==> src/rtl/itch_pkg.sv <==
// Shared ITCH type/length constants, unified result payload and counter helpers.
package itch_pkg;

  localparam int unsigned BYTE_W  = 8;
  localparam int unsigned REF_W   = 64;
  localparam int unsigned QTY_W   = 32;
  localparam int unsigned PRICE_W = 32;
  localparam int unsigned SYM_W   = 64;
  localparam int unsigned CNT_W   = 6;
  localparam int unsigned CTR_W   = 16;
  localparam int unsigned TIMER_W = 4;

  localparam logic [BYTE_W-1:0] TYPE_BYTE_ADD     = 8'h41;
  localparam logic [BYTE_W-1:0] TYPE_BYTE_CANCEL  = 8'h58;
  localparam logic [BYTE_W-1:0] TYPE_BYTE_DELETE  = 8'h44;
  localparam logic [BYTE_W-1:0] TYPE_BYTE_REPLACE = 8'h55;

  localparam logic [CNT_W-1:0] LEN_ADD     = 6'd36;
  localparam logic [CNT_W-1:0] LEN_CANCEL  = 6'd23;
  localparam logic [CNT_W-1:0] LEN_DELETE  = 6'd19;
  localparam logic [CNT_W-1:0] LEN_REPLACE = 6'd35;

  typedef enum logic [1:0] {
    MSG_ADD     = 2'd0,
    MSG_CANCEL  = 2'd1,
    MSG_DELETE  = 2'd2,
    MSG_REPLACE = 2'd3
  } msg_type_e;

  typedef struct packed {
    msg_type_e            msg_type;
    logic [REF_W-1:0]     order_ref;
    logic [REF_W-1:0]     new_order_ref;
    logic                 side;
    logic [QTY_W-1:0]     shares;
    logic [PRICE_W-1:0]   price;
    logic [SYM_W-1:0]     stock_symbol;
  } itch_result_t;

  // Event counters stick at all-ones instead of wrapping.
  function automatic logic [CTR_W-1:0] sat_inc(input logic [CTR_W-1:0] v);
    return (v == {CTR_W{1'b1}}) ? v : v + CTR_W'(1);
  endfunction

  function automatic logic [CNT_W-1:0] msg_len(input msg_type_e t);
    logic [CNT_W-1:0] len;
    case (t)
      MSG_ADD:     len = LEN_ADD;
      MSG_CANCEL:  len = LEN_CANCEL;
      MSG_DELETE:  len = LEN_DELETE;
      default:     len = LEN_REPLACE;
    endcase
    return len;
  endfunction

endpackage

==> src/rtl/itch_msg_arbiter_if.sv <==
// Result stream toward the order-book stage: valid/ready plus unified fields.
interface itch_msg_arbiter_if;
  import itch_pkg::*;

  logic                 out_valid;
  logic                 out_ready;
  logic [1:0]           out_type;
  logic [REF_W-1:0]     out_order_ref;
  logic [REF_W-1:0]     out_new_order_ref;
  logic                 out_side;
  logic [QTY_W-1:0]     out_shares;
  logic [PRICE_W-1:0]   out_price;
  logic [SYM_W-1:0]     out_stock_symbol;

  modport master (
    output out_valid, out_type, out_order_ref, out_new_order_ref,
           out_side, out_shares, out_price, out_stock_symbol,
    input  out_ready
  );

  modport slave (
    input  out_valid, out_type, out_order_ref, out_new_order_ref,
           out_side, out_shares, out_price, out_stock_symbol,
    output out_ready
  );
endinterface

==> src/rtl/result_fifo.sv <==
// Synchronous FIFO of generic elements; head is zero while empty.
module result_fifo #(
  parameter int unsigned DEPTH = 4,
  parameter type         T     = logic [7:0]
) (
  input  logic clk,
  input  logic rst,
  input  logic push,
  input  T     wr_data,
  input  logic pop,
  output T     rd_data,
  output logic full,
  output logic empty
);

  localparam int unsigned AW = (DEPTH > 1) ? $clog2(DEPTH) : 1;

  T           mem [DEPTH];
  logic [AW:0] wr_ptr;
  logic [AW:0] rd_ptr;
  logic        do_push;
  logic        do_pop;

  // Extra pointer bit distinguishes full from empty when the indices match.
  assign empty   = (wr_ptr == rd_ptr);
  assign full    = (wr_ptr[AW] != rd_ptr[AW]) && (wr_ptr[AW-1:0] == rd_ptr[AW-1:0]);
  assign do_pop  = pop && !empty;
  assign do_push = push && (!full || do_pop);
  assign rd_data = empty ? '0 : mem[rd_ptr[AW-1:0]];

  always_ff @(posedge clk) begin
    if (rst) begin
      wr_ptr <= '0;
      rd_ptr <= '0;
    end else begin
      if (do_push) wr_ptr <= wr_ptr + (AW+1)'(1);
      if (do_pop)  rd_ptr <= rd_ptr + (AW+1)'(1);
    end
  end

  always_ff @(posedge clk) begin
    if (do_push) mem[wr_ptr[AW-1:0]] <= wr_data;
  end

endmodule

==> src/rtl/itch_msg_arbiter.sv <==
// Frames ITCH messages, accepts one matching decoder result per message and
// queues it toward the order book, counting every rejected or lost message.
module itch_msg_arbiter
  import itch_pkg::*;
#(
  parameter int unsigned FIFO_DEPTH     = 4,
  parameter int unsigned RESULT_TIMEOUT = 4
) (
  input  logic                clk,
  input  logic                rst,
  input  logic [BYTE_W-1:0]   byte_in,
  input  logic                valid_in,

  input  logic                add_internal_valid,
  input  logic                add_packet_invalid,
  input  logic [REF_W-1:0]    add_order_ref,
  input  logic                add_side,
  input  logic [QTY_W-1:0]    add_shares,
  input  logic [PRICE_W-1:0]  add_price,
  input  logic [SYM_W-1:0]    add_stock_symbol,

  input  logic                cancel_internal_valid,
  input  logic                cancel_packet_invalid,
  input  logic [REF_W-1:0]    cancel_order_ref,
  input  logic [QTY_W-1:0]    cancel_canceled_shares,

  input  logic                delete_internal_valid,
  input  logic                delete_packet_invalid,
  input  logic [REF_W-1:0]    delete_order_ref,

  input  logic                replace_internal_valid,
  input  logic                replace_packet_invalid,
  input  logic [REF_W-1:0]    replace_old_order_ref,
  input  logic [REF_W-1:0]    replace_new_order_ref,
  input  logic [QTY_W-1:0]    replace_shares,
  input  logic [PRICE_W-1:0]  replace_price,

  itch_msg_arbiter_if.master  res_if,

  output logic [CTR_W-1:0]    err_unknown,
  output logic [CTR_W-1:0]    err_trunc,
  output logic [CTR_W-1:0]    err_invalid,
  output logic [CTR_W-1:0]    err_conflict,
  output logic [CTR_W-1:0]    err_timeout,
  output logic [CTR_W-1:0]    drop_overflow
);

  typedef enum logic [1:0] {
    S_IDLE    = 2'd0,
    S_IN_MSG  = 2'd1,
    S_DISCARD = 2'd2
  } frame_state_e;

  frame_state_e       state, state_nxt;
  logic [CNT_W-1:0]   cnt, cnt_nxt;
  msg_type_e          cur_type, cur_type_nxt;
  logic               complete_c, unknown_c, trunc_c;
  logic               type_known_c;
  msg_type_e          byte_type_c;

  // Type byte decode.
  always_comb begin
    type_known_c = 1'b1;
    byte_type_c  = MSG_ADD;
    case (byte_in)
      TYPE_BYTE_ADD:     byte_type_c = MSG_ADD;
      TYPE_BYTE_CANCEL:  byte_type_c = MSG_CANCEL;
      TYPE_BYTE_DELETE:  byte_type_c = MSG_DELETE;
      TYPE_BYTE_REPLACE: byte_type_c = MSG_REPLACE;
      default:           type_known_c = 1'b0;
    endcase
  end

  always_ff @(posedge clk) begin
    if (rst) begin
      state    <= S_IDLE;
      cnt      <= '0;
      cur_type <= MSG_ADD;
    end else begin
      state    <= state_nxt;
      cnt      <= cnt_nxt;
      cur_type <= cur_type_nxt;
    end
  end

  always_comb begin
    state_nxt    = state;
    cnt_nxt      = cnt;
    cur_type_nxt = cur_type;
    complete_c   = 1'b0;
    unknown_c    = 1'b0;
    trunc_c      = 1'b0;
    case (state)
      S_IDLE: begin
        if (valid_in) begin
          if (type_known_c) begin
            cur_type_nxt = byte_type_c;
            cnt_nxt      = CNT_W'(1);
            state_nxt    = S_IN_MSG;
          end else begin
            unknown_c = 1'b1;
            state_nxt = S_DISCARD;
          end
        end
      end
      S_IN_MSG: begin
        if (!valid_in) begin
          trunc_c   = 1'b1;
          state_nxt = S_IDLE;
        end else if (cnt == msg_len(cur_type) - CNT_W'(1)) begin
          complete_c = 1'b1;
          state_nxt  = S_IDLE;
        end else begin
          cnt_nxt = cnt + CNT_W'(1);
        end
      end
      S_DISCARD: begin
        if (!valid_in) state_nxt = S_IDLE;
      end
      default: state_nxt = S_IDLE;
    endcase
  end

  // Collector: one outstanding message awaiting its decoder verdict.
  logic                pending;
  msg_type_e           pend_type;
  logic [TIMER_W-1:0]  timer;
  logic [3:0]          dec_valid, dec_invalid, match_mask;
  logic [1:0]          pend_idx;
  logic                other_valid_c, conflict_c, invalid_c, accept_c, timeout_c;

  assign dec_valid   = {replace_internal_valid, delete_internal_valid,
                        cancel_internal_valid,  add_internal_valid};
  assign dec_invalid = {replace_packet_invalid, delete_packet_invalid,
                        cancel_packet_invalid,  add_packet_invalid};
  assign pend_idx    = pend_type;
  assign match_mask  = 4'b0001 << pend_idx;

  assign other_valid_c = |(dec_valid & ~match_mask);
  assign conflict_c    = pending && other_valid_c;
  assign invalid_c     = pending && !other_valid_c && dec_invalid[pend_idx];
  assign accept_c      = pending && !other_valid_c && !dec_invalid[pend_idx] && dec_valid[pend_idx];
  assign timeout_c     = pending && !other_valid_c && !dec_invalid[pend_idx] && !dec_valid[pend_idx]
                         && (timer == TIMER_W'(RESULT_TIMEOUT - 1));

  always_ff @(posedge clk) begin
    if (rst) begin
      pending   <= 1'b0;
      pend_type <= MSG_ADD;
      timer     <= '0;
    end else if (complete_c) begin
      pending   <= 1'b1;
      pend_type <= cur_type;
      timer     <= '0;
    end else if (conflict_c || invalid_c || accept_c || timeout_c) begin
      pending   <= 1'b0;
    end else if (pending) begin
      timer     <= timer + TIMER_W'(1);
    end
  end

  // Map the matching decoder's fields onto the unified result.
  itch_result_t res_c;
  always_comb begin
    res_c          = '0;
    res_c.msg_type = pend_type;
    case (pend_type)
      MSG_ADD: begin
        res_c.order_ref    = add_order_ref;
        res_c.side         = add_side;
        res_c.shares       = add_shares;
        res_c.price        = add_price;
        res_c.stock_symbol = add_stock_symbol;
      end
      MSG_CANCEL: begin
        res_c.order_ref = cancel_order_ref;
        res_c.shares    = cancel_canceled_shares;
      end
      MSG_DELETE: begin
        res_c.order_ref = delete_order_ref;
      end
      default: begin
        res_c.order_ref     = replace_old_order_ref;
        res_c.new_order_ref = replace_new_order_ref;
        res_c.shares        = replace_shares;
        res_c.price         = replace_price;
      end
    endcase
  end

  itch_result_t head;
  logic         fifo_full, fifo_empty, pop_c, drop_c;

  assign pop_c  = !fifo_empty && res_if.out_ready;
  assign drop_c = accept_c && fifo_full && !pop_c;

  result_fifo #(
    .DEPTH (FIFO_DEPTH),
    .T     (itch_result_t)
  ) u_fifo (
    .clk     (clk),
    .rst     (rst),
    .push    (accept_c),
    .wr_data (res_c),
    .pop     (pop_c),
    .rd_data (head),
    .full    (fifo_full),
    .empty   (fifo_empty)
  );

  assign res_if.out_valid         = !fifo_empty;
  assign res_if.out_type          = head.msg_type;
  assign res_if.out_order_ref     = head.order_ref;
  assign res_if.out_new_order_ref = head.new_order_ref;
  assign res_if.out_side          = head.side;
  assign res_if.out_shares        = head.shares;
  assign res_if.out_price         = head.price;
  assign res_if.out_stock_symbol  = head.stock_symbol;

  always_ff @(posedge clk) begin
    if (rst) begin
      err_unknown   <= '0;
      err_trunc     <= '0;
      err_invalid   <= '0;
      err_conflict  <= '0;
      err_timeout   <= '0;
      drop_overflow <= '0;
    end else begin
      if (unknown_c)  err_unknown   <= sat_inc(err_unknown);
      if (trunc_c)    err_trunc     <= sat_inc(err_trunc);
      if (invalid_c)  err_invalid   <= sat_inc(err_invalid);
      if (conflict_c) err_conflict  <= sat_inc(err_conflict);
      if (timeout_c)  err_timeout   <= sat_inc(err_timeout);
      if (drop_c)     drop_overflow <= sat_inc(drop_overflow);
    end
  end

endmodule

==> src/flat_wrapper.sv <==
// flat-port wrapper written by rule: the top's interface ports become plain ports
module itch_msg_arbiter_flat import itch_pkg::*;
#(
  parameter int unsigned FIFO_DEPTH     = 4,
  parameter int unsigned RESULT_TIMEOUT = 4
)
  (clk, rst, byte_in, valid_in, add_internal_valid, add_packet_invalid, add_order_ref, add_side, add_shares, add_price, add_stock_symbol, cancel_internal_valid, cancel_packet_invalid, cancel_order_ref, cancel_canceled_shares, delete_internal_valid, delete_packet_invalid, delete_order_ref, replace_internal_valid, replace_packet_invalid, replace_old_order_ref, replace_new_order_ref, replace_shares, replace_price, err_unknown, err_trunc, err_invalid, err_conflict, err_timeout, drop_overflow, res_if_out_valid, res_if_out_type, res_if_out_order_ref, res_if_out_new_order_ref, res_if_out_side, res_if_out_shares, res_if_out_price, res_if_out_stock_symbol, res_if_out_ready);
  itch_msg_arbiter_if res_if_i ();
  input  logic clk;
  input  logic rst;
  input  logic [BYTE_W-1:0] byte_in;
  input  logic valid_in;
  input  logic add_internal_valid;
  input  logic add_packet_invalid;
  input  logic [REF_W-1:0] add_order_ref;
  input  logic add_side;
  input  logic [QTY_W-1:0] add_shares;
  input  logic [PRICE_W-1:0] add_price;
  input  logic [SYM_W-1:0] add_stock_symbol;
  input  logic cancel_internal_valid;
  input  logic cancel_packet_invalid;
  input  logic [REF_W-1:0] cancel_order_ref;
  input  logic [QTY_W-1:0] cancel_canceled_shares;
  input  logic delete_internal_valid;
  input  logic delete_packet_invalid;
  input  logic [REF_W-1:0] delete_order_ref;
  input  logic replace_internal_valid;
  input  logic replace_packet_invalid;
  input  logic [REF_W-1:0] replace_old_order_ref;
  input  logic [REF_W-1:0] replace_new_order_ref;
  input  logic [QTY_W-1:0] replace_shares;
  input  logic [PRICE_W-1:0] replace_price;
  output logic [CTR_W-1:0] err_unknown;
  output logic [CTR_W-1:0] err_trunc;
  output logic [CTR_W-1:0] err_invalid;
  output logic [CTR_W-1:0] err_conflict;
  output logic [CTR_W-1:0] err_timeout;
  output logic [CTR_W-1:0] drop_overflow;
  output wire logic [$bits(res_if_i.out_valid)-1:0] res_if_out_valid;
  output wire logic [$bits(res_if_i.out_type)-1:0] res_if_out_type;
  output wire logic [$bits(res_if_i.out_order_ref)-1:0] res_if_out_order_ref;
  output wire logic [$bits(res_if_i.out_new_order_ref)-1:0] res_if_out_new_order_ref;
  output wire logic [$bits(res_if_i.out_side)-1:0] res_if_out_side;
  output wire logic [$bits(res_if_i.out_shares)-1:0] res_if_out_shares;
  output wire logic [$bits(res_if_i.out_price)-1:0] res_if_out_price;
  output wire logic [$bits(res_if_i.out_stock_symbol)-1:0] res_if_out_stock_symbol;
  input wire logic [$bits(res_if_i.out_ready)-1:0] res_if_out_ready;
  assign res_if_out_valid = res_if_i.out_valid;
  assign res_if_out_type = res_if_i.out_type;
  assign res_if_out_order_ref = res_if_i.out_order_ref;
  assign res_if_out_new_order_ref = res_if_i.out_new_order_ref;
  assign res_if_out_side = res_if_i.out_side;
  assign res_if_out_shares = res_if_i.out_shares;
  assign res_if_out_price = res_if_i.out_price;
  assign res_if_out_stock_symbol = res_if_i.out_stock_symbol;
  assign res_if_i.out_ready = res_if_out_ready;
  itch_msg_arbiter #(.FIFO_DEPTH(FIFO_DEPTH), .RESULT_TIMEOUT(RESULT_TIMEOUT)) u_core (.clk(clk), .rst(rst), .byte_in(byte_in), .valid_in(valid_in), .add_internal_valid(add_internal_valid), .add_packet_invalid(add_packet_invalid), .add_order_ref(add_order_ref), .add_side(add_side), .add_shares(add_shares), .add_price(add_price), .add_stock_symbol(add_stock_symbol), .cancel_internal_valid(cancel_internal_valid), .cancel_packet_invalid(cancel_packet_invalid), .cancel_order_ref(cancel_order_ref), .cancel_canceled_shares(cancel_canceled_shares), .delete_internal_valid(delete_internal_valid), .delete_packet_invalid(delete_packet_invalid), .delete_order_ref(delete_order_ref), .replace_internal_valid(replace_internal_valid), .replace_packet_invalid(replace_packet_invalid), .replace_old_order_ref(replace_old_order_ref), .replace_new_order_ref(replace_new_order_ref), .replace_shares(replace_shares), .replace_price(replace_price), .res_if(res_if_i), .err_unknown(err_unknown), .err_trunc(err_trunc), .err_invalid(err_invalid), .err_conflict(err_conflict), .err_timeout(err_timeout), .drop_overflow(drop_overflow));
endmodule
==> config.mk <==
export PLATFORM = sky130hd
export DESIGN_NAME = itch_msg_arbiter_flat
export DESIGN_NICKNAME = d
export VERILOG_FILES = /design/src/rtl/itch_pkg.sv /design/src/rtl/itch_msg_arbiter_if.sv /design/src/rtl/result_fifo.sv /design/src/rtl/itch_msg_arbiter.sv /design/src/flat_wrapper.sv
export SDC_FILE = /design/constraint.sdc
export NUM_CORES = 1
export LEC_CHECK = 0
export BUFFER_PORTS_ARGS = -buffer_cell sky130_fd_sc_hd__buf_4
export CAP_MARGIN = 20
export CELL_PAD_IN_SITES_DETAIL_PLACEMENT = 1
export CELL_PAD_IN_SITES_GLOBAL_PLACEMENT = 1
export CORE_MARGIN = 2
export CORE_UTILIZATION = 35
export DETAILED_ROUTE_END_ITERATION = 16
export MAX_ROUTING_LAYER = met4
export PLACE_DENSITY_LB_ADDON = 0.1
export REMOVE_ABC_BUFFERS = 1
export SLEW_MARGIN = 0
export SYNTH_ARGS = -nofsm -noshare
export SYNTH_HDL_FRONTEND = slang
export SYNTH_SLANG_ARGS = --single-unit
==> constraint.sdc <==
create_clock -name clk -period 31.2 [get_ports clk]
set_input_delay 6.24 -clock clk [delete_from_list [all_inputs] [get_ports clk]]
set_output_delay 6.24 -clock clk [all_outputs]
set_load 0.02 [all_outputs]
==> results by group, run 1 <==
Run status
  – Run status: completed

Critical path
  – CP arrival: 10.90 ns
  – Critical Path Source: delete_internal_valid
  – Setup crit end: u_core.u_fifo.mem[1][33]$_DFFE_PP_
  – Worst Path Max Fanout: 58
  – Critical setup path kind: in2reg
  – Worst R2R End: u_core.u_fifo.mem[1][33]$_DFFE_PP_
  – RR Startpoint: u_core.pend_idx[0]$_SDFFE_PP0P_
  – Worst Reg-to-Reg Cells: 7
  – Crit end category: flip-flop
  – Req. time, crit path: roughly 32 ns
  – Crit path launch type: input port
  – Reg2reg setup slack: 25.40 ns

Synthesis
  – Ys Warns: 0
  – Main combinational cell family by area after synthesis: multiplexers
  – Mapped Area: around 50000 µm²
  – Yosys cell types: 67
  – Post-synthesis mux area share: 0.160
  – Post-synthesis async set-or-reset flop share: 0
  – Fraction of synthesized cell area in xor and xnor cells: 0.00502
  – Simple-gate area share of the yosys netlist: 0.0930
  – Main synth FF type: edfxtp_1
  – Number of synthesized flops with an enable pin: 1036
  – Gate Count Post-Synth: between 2000 and 3000
  – Complex-gate fraction of the synthesized area: 0.0340
  – Mean Syn Cell Area: 17.4 µm²
  – Synthesized flop and latch total: 1157
  – Seq/Total Area, Yosys: 0.687
  – Adder-cell share of the synthesized area: 0.00410

Clocking
  – Post-CTS Resized: 0
  – Clock root cell: clkbuf_16
  – CTS clk-pin slew, worst paths: 0.06 ns
  – Htree depth: 4
  – Clock Sinks: 1157
  – CTS buffer count: 130
  – Max Buffers Root-to-Sink: 3
  – Post-CTS Setup Repair Bufs: 0
  – # hold bufs at CTS: 0
  – CTS tree: done
  – Worst skew pair latency: 0.76 ns

Finish
  – Layout Cells excl Fill: ~5700
  – Most common cell after layout, fill and taps aside: edfxtp_1
  – Fill cells: 13600
  – Design area: 62100 µm²
  – Most frequent cells in the layout: 1036 x edfxtp_1, 963 x buf_4, 327 x and2_1
  – Final net count: between 4000 and 5000
  – Share of cells above drive strength 1: 0.393
  – Layout area overhead: 27.2%

Power and ir drop
  – Pwr/cell area: about 53 nW/µm²
  – Leak: between 20 and 25 nW
  – Pwr Total: 3.28 mW
  – Peak VDD IR: 0.0412 mV

Placement
  – Number of port buffers: 920
  – Place WS: 19.78 ns
  – DP Area: 57700 µm²
  – Placed Instances: ~5500
  – Dpl hpwl: between 100000 and 150000 µm
  – GP Congestion: 0.844

Floorplanning
  – # rows: 137
  – Die Wd: around 380 µm
  – Die height: between 300 and 400 µm
  – Initial Util: 0.351
  – Io pins: 921
  – Die ar.: around 140000 µm²
  – Core Region: 139000 µm²

STA
  – RSZ-0062 raised after global routing: false
  – Setup TNS: 0 ns
  – Worst setup margin: 20.69 ns
  – Slew headroom: 0.281
  – Hold Violations, Final: 0
  – Setup-violating endpoint count in the final report: 0
  – Post-layout min period: 10.51 ns
  – Slew Limit Fails: 0
  – Least-Margin Pin Slew: 1.07 ns
  – Fmax: 95.1 MHz
  – Fin crit share: 0.337
  – Clk_skew: roughly 0.027 ns

Global route
  – Vias in the first global route: 32000
  – Gr ovfl total: 0
  – First-pass GRT wire length: 215000 µm
  – Overall routing resource usage: 0.212
  – Pin count of the biggest net entering global routing: 115
  – Initial antenna violation count: 17

Routing
  – Vias per std cell: between 5 and 6
  – DR iter-0 viols: 1957
  – Drt total wl: 150000 µm
  – DR vias: 29800
  – DRC viols: 0
  – ANT nets after route: 0
  – Pre-antenna DRT Iters: 7
  – WL/cell: 26.2 µm

Worst hold path
  – Worst Hold Class: reg2reg
  – Worst hold path startpoint: u_core.err_unknown[11]$_SDFFE_PP0P_
  – Hold depth: 2

Flow run
  – Max-cap violations: 0
==> cell usage after synthesis, types with 13 or more instances <==
master / n / area (µm²)
xnor2_1: 19 / 166
or3_1: 26 / 163
o31ai_1: 35 / 263
dfxtp_1: 121 / 2420
mux4_2: 325 / 7320
and3_1: 82 / 513
edfxtp_1: 1036 / 31100
or4_1: 34 / 255
inv_1: 20 / 75.1
nor2_1: 62 / 233
buf_2: 29 / 145
buf_1: 17 / 63.8
nor2b_1: 15 / 93.8
nand2_1: 69 / 259
and2_1: 331 / 2070
nand3_1: 41 / 205
mux2i_1: 39 / 390
clkbuf_1: 132 / 495
nor3_1: 19 / 95.1
a22o_1: 32 / 280
o21ai_1: 19 / 95.1
o21ai_0: 48 / 240
o211ai_1: 13 / 97.6
a21oi_1: 73 / 365
nand4_1: 29 / 181
ha_1: 16 / 200
==> critical path, cell delays in order <==
cell      delay, ns
buf_4          0.13
nor4b_2        0.40
a32oi_2        0.30
a211oi_2       0.49
and2_4         0.77
buf_4          0.76
buf_4          0.82
buf_4          0.78
==> through the flow <==
stage          hold WS (ns)  utilization
2_1_floorplan         0.457            -
3_3_place_gp          0.485        0.415
3_5_place_dp          0.499        0.415
4_1_cts               0.508        0.445
5_1_grt               0.538        0.446
6_report              0.507        0.446
==> cell families after synthesis <==
logic type / Yosys count
mux: 375
buf+inv: 200
flops: 1157
simple gates: 767
compound gates: 255
fa+ha+maj: 16
xor+xnor: 28
==> power breakdown <==
group,internal (mW),switching [mW],total (mW),leakage (nW)
Combinational,0.0566,0.0410,0.0976,8.99
Sequential,1.68,0.000473,1.68,9.77
Clock,0.869,0.628,1.50,2.03
==> routing by layer <==
layer  track usage  up-vias  part of all wire
met5             -        -                 0
met2         0.355      828              0.51
met1         0.256    15700              0.40
li1              -    13100                 -
met3        0.0489      196             0.058
met4        0.0620        0             0.025
==> sequential cells by signal, indices dropped and copies added, names as in the netlist, 2 cells and up, named ones only <==
register and count:
u_core.u_fifo.mem 1036, u_core.drop_overflow 16, u_core.err_conflict 16, u_core.err_invalid 16, u_core.err_timeout 16, u_core.err_trunc 16
u_core.err_unknown 16, u_core.cnt 6, u_core.timer 4, u_core.u_fifo.rd_ptr 3, u_core.u_fifo.wr_ptr 3, u_core.cur_type 2
u_core.pend_idx 2, u_core.state 2
==> layout make-up <==
class | instances | area (µm²) | share of cell area
flip-flops and latches | 1157 | 33500 | 0.540
multi-input cells | 1441 | 14500 | 0.234
repair buffers | 969 | 7390 | 0.119
clock buffers | 159 | 3410 | 0.0550
well taps | 1876 | 2350 | 0.0378
clock inverters | 72 | 756 | 0.0122
inverters | 20 | 75.1 | 0.00121
diodes | 11 | 27.5 | 0.000443
==> worst min path at each step <==
stage / slack, ns / end
final: 0.51 / u_core.err_unknown[11]$_SDFFE_PP0P_
after global routing: 0.54 / u_core.err_unknown[15]$_SDFFE_PP0P_
after CTS: 0.51 / u_core.err_unknown[11]$_SDFFE_PP0P_
after detailed placement: 0.50 / u_core.err_unknown[11]$_SDFFE_PP0P_
after global placement: 0.49 / u_core.err_unknown[11]$_SDFFE_PP0P_
after floorplan: 0.46 / u_core.u_fifo.wr_ptr[2]$_SDFFE_PP0P_
Note: power is estimated with default switching activity, not from simulation.
==> inputs of run 2 (changes only) <==
clock period = 9.1 ns   (was 31.2 ns; I/O delays follow)
==> run 2 against run 1 <==
- sequential cell count unchanged
- register-to-register slack worse by 20 ns
- power rose to 3.4 times the previous value
- clock skew hardly changed
- combinational power grew to 3.4 times the previous value
- via count decreased by 0.82%
- non-clock buffer count decreased by 14
- wire length fell by 1.4%
- worst hold slack hardly changed
- die area unchanged
- critical path depth shrank 3
- worst setup slack got worse by 17 ns
- critical endpoint is now res_if_out_order_ref[41]
- largest cell class unchanged
==> results by group, run 2 (synthesis results as in run 1) <==
Run status
  – Run status: completed (unchanged)

Routing
  – Vias per std cell: 5.19 (was 5.23)
  – ANT nets after route: 0 (unchanged)
  – DRC viols: 0 (unchanged)
  – Drt total wl: 148000 µm (was 150000 µm)
  – WL/cell: 25.9 µm (was 26.2 µm)
  – DR vias: 29600 (was 29800)
  – Pre-antenna DRT Iters: 5 (was 7)
  – DR iter-0 viols: 1709 (was 1957)

Critical path
  – Crit end category: output pin (was flip-flop)
  – RR Startpoint: u_core.pend_idx[1]$_SDFFE_PP0P_ (was u_core.pend_idx[0]$_SDFFE_PP0P_)
  – CP arrival: 3.77 ns (was 10.90 ns)
  – Reg2reg setup slack: 4.91 ns (was 25.40 ns)
  – Worst R2R End: u_core.u_fifo.mem[0][22]$_DFFE_PP_ (was u_core.u_fifo.mem[1][33]$_DFFE_PP_)
  – Worst Path Max Fanout: 52 (was 58)
  – Critical setup path kind: reg2out (was in2reg)
  – Req. time, crit path: 7.28 ns (was 31.59 ns)
  – Worst Reg-to-Reg Cells: 5 (was 7)
  – Setup crit end: res_if_out_order_ref[41] (was u_core.u_fifo.mem[1][33]$_DFFE_PP_)
  – Crit path launch type: flip-flop (was input port)

STA
  – Slew Limit Fails: 0 (unchanged)
  – RSZ-0062 raised after global routing: false (unchanged)
  – Setup TNS: 0 ns (unchanged)
  – Fin crit share: 0.614
  – Clk_skew: 0.0268 ns (about the same)
  – Hold Violations, Final: 0 (unchanged)
  – Post-layout min period: 5.59 ns
  – Slew headroom: 0.286 (was 0.281)
  – Fmax: 179 MHz
  – Least-Margin Pin Slew: 1.07 ns (about the same)
  – Final hold slack: 0.507 ns (about the same)
  – Setup-violating endpoint count in the final report: 0 (unchanged)

Floorplanning
  – Die ar.: 142000 µm² (unchanged)
  – Io pins: 921 (unchanged)
  – Die height: 377 µm (unchanged)
  – Core Region: 139000 µm² (unchanged)
  – # rows: 137 (unchanged)
  – Die Wd: 377 µm (unchanged)
  – Initial Util: 0.351 (unchanged)

Global route
  – First-pass GRT wire length: 213000 µm (was 215000 µm)
  – Gr ovfl total: 0 (unchanged)
  – Overall routing resource usage: 0.209 (was 0.212)
  – Vias in the first global route: 31900 (was 32000)
  – Initial antenna violation count: 14 (was 17)
  – Pin count of the biggest net entering global routing: 143 (was 115)

Placement
  – Placed Instances: 5447 (was 5457)
  – Number of port buffers: 920 (unchanged)
  – Dpl hpwl: 97400 µm (was 101000 µm)
  – GP Congestion: 0.816 (was 0.844)

Clocking
  – Clock Sinks: 1157 (unchanged)
  – Post-CTS Setup Repair Bufs: 0 (unchanged)
  – CTS tree: done (unchanged)
  – Post-CTS Resized: 0 (unchanged)
  – Max Buffers Root-to-Sink: 3 (unchanged)
  – CTS buffer count: 132 (was 130)
  – Worst skew pair latency: 0.75 ns (was 0.76 ns)
  – CTS clk-pin slew, worst paths: 0.06 ns (about the same)
  – Clock root cell: clkbuf_16 (unchanged)
  – Htree depth: 4 (unchanged)
  – # hold bufs at CTS: 0 (unchanged)

Finish
  – Post-layout util: 0.446 (about the same)
  – Final net count: 4288 (was 4300)
  – Layout area overhead: 27.1% (was 27.2%)
  – Most common cell after layout, fill and taps aside: edfxtp_1 (unchanged)
  – Max FFs per register: 1036 (unchanged)
  – Most frequent cells in the layout: 1036 x edfxtp_1, 942 x buf_4, 327 x and2_1 (was 1036 x edfxtp_1, 963 x buf_4, 327 x and2_1)
  – Share of cells above drive strength 1: 0.390 (was 0.393)
  – Layout Cells excl Fill: 5701 (was 5705)

Worst hold path
  – Worst Hold Class: reg2reg (unchanged)

Flow run
  – Max-cap violations: 0 (unchanged)

Power and ir drop
  – Leak: 20.7 nW (was 20.8 nW)
  – Peak VDD IR: 0.135 mV (was 0.0412 mV)
  – Pwr Total: 11.2 mW (was 3.28 mW)
  – Pwr/cell area: 181 nW/µm² (was 52.8 nW/µm²)
[run 2: cell count changes in the layout (fill, tap and decap cells not counted), sizes merged]
| cell | previous run | this run |
|---|---|---|
| inv | 27 | 25 |
| bufinv | 10 | 6 |
| clkinv | 51 | 46 |
| buf | 969 | 955 |
| clkinvlp | 4 | 3 |
| clkbuf | 159 | 181 |
[run 2: layout make-up]
class | count | area [µm²]
fill | 13600 | 77000
timing repair buffer | 955 | 7350
multi-input combinational | 1441 | 14500
tap | 1876 | 2350
sequential | 1157 | 33500
antenna | 11 | 27.5
inverter | 20 | 75.1
clock inverter | 60 | 520
clock buffer | 181 | 3690
[run 2: worst min-delay path by stage]
| stage | from | slack [ns] | to | cells past startpoint |
|---|---|---|---|---|
| 4_1_cts | u_core.u_fifo.wr_ptr[2]$_SDFFE_PP0P_ | 0.50 | u_core.u_fifo.wr_ptr[2]$_SDFFE_PP0P_ | 2 |
| 3_5_place_dp | u_core.u_fifo.wr_ptr[2]$_SDFFE_PP0P_ | 0.50 | u_core.u_fifo.wr_ptr[2]$_SDFFE_PP0P_ | 2 |
| 5_1_grt | u_core.u_fifo.wr_ptr[2]$_SDFFE_PP0P_ | 0.53 | u_core.u_fifo.wr_ptr[2]$_SDFFE_PP0P_ | 2 |
| 2_1_floorplan | u_core.u_fifo.wr_ptr[2]$_SDFFE_PP0P_ | 0.46 | u_core.u_fifo.wr_ptr[2]$_SDFFE_PP0P_ | 2 |
| 3_3_place_gp | u_core.err_unknown[11]$_SDFFE_PP0P_ | 0.48 | u_core.err_unknown[11]$_SDFFE_PP0P_ | 2 |
| 6_report | u_core.u_fifo.wr_ptr[2]$_SDFFE_PP0P_ | 0.51 | u_core.u_fifo.wr_ptr[2]$_SDFFE_PP0P_ | 2 |
[run 2: report_power, final]
group | leakage [nW] | internal, mW | total (mW) | switching [mW]
Clock | 2.05 | 3.02 | 5.14 | 2.12
Combinational | 8.93 | 0.194 | 0.328 | 0.134
Sequential | 9.77 | 5.76 | 5.76 | 0.00173
[run 2: per-stage QoR]
stage | setup WS (ns) | cell area (µm²)
2_1_floorplan | -15.68 | 48100
3_3_place_gp | 3.60 | 57800
3_5_place_dp | 3.55 | 57800
4_1_cts | 3.34 | 62000
5_1_grt | 3.25 | 62100
6_report | 3.51 | 62100
[run 2: worst max-delay path: stages, from the launching register on]
cell	delay, ns
dfxtp_4	0.93
buf_4	0.62
buf_4	0.63
mux4_2	0.42
and2_1	0.18
buf_4	0.16
[run 2: routing by layer]
layer  GRT usage  part of all wire  wire, µm  vias up
met3      0.0464             0.055      8180      156
met4      0.0542             0.020      2930        0
met1       0.253              0.41     60000    15600
li1            -                 -         -    13100
met5           -                 0         0        -
met2       0.354              0.52     76500      798
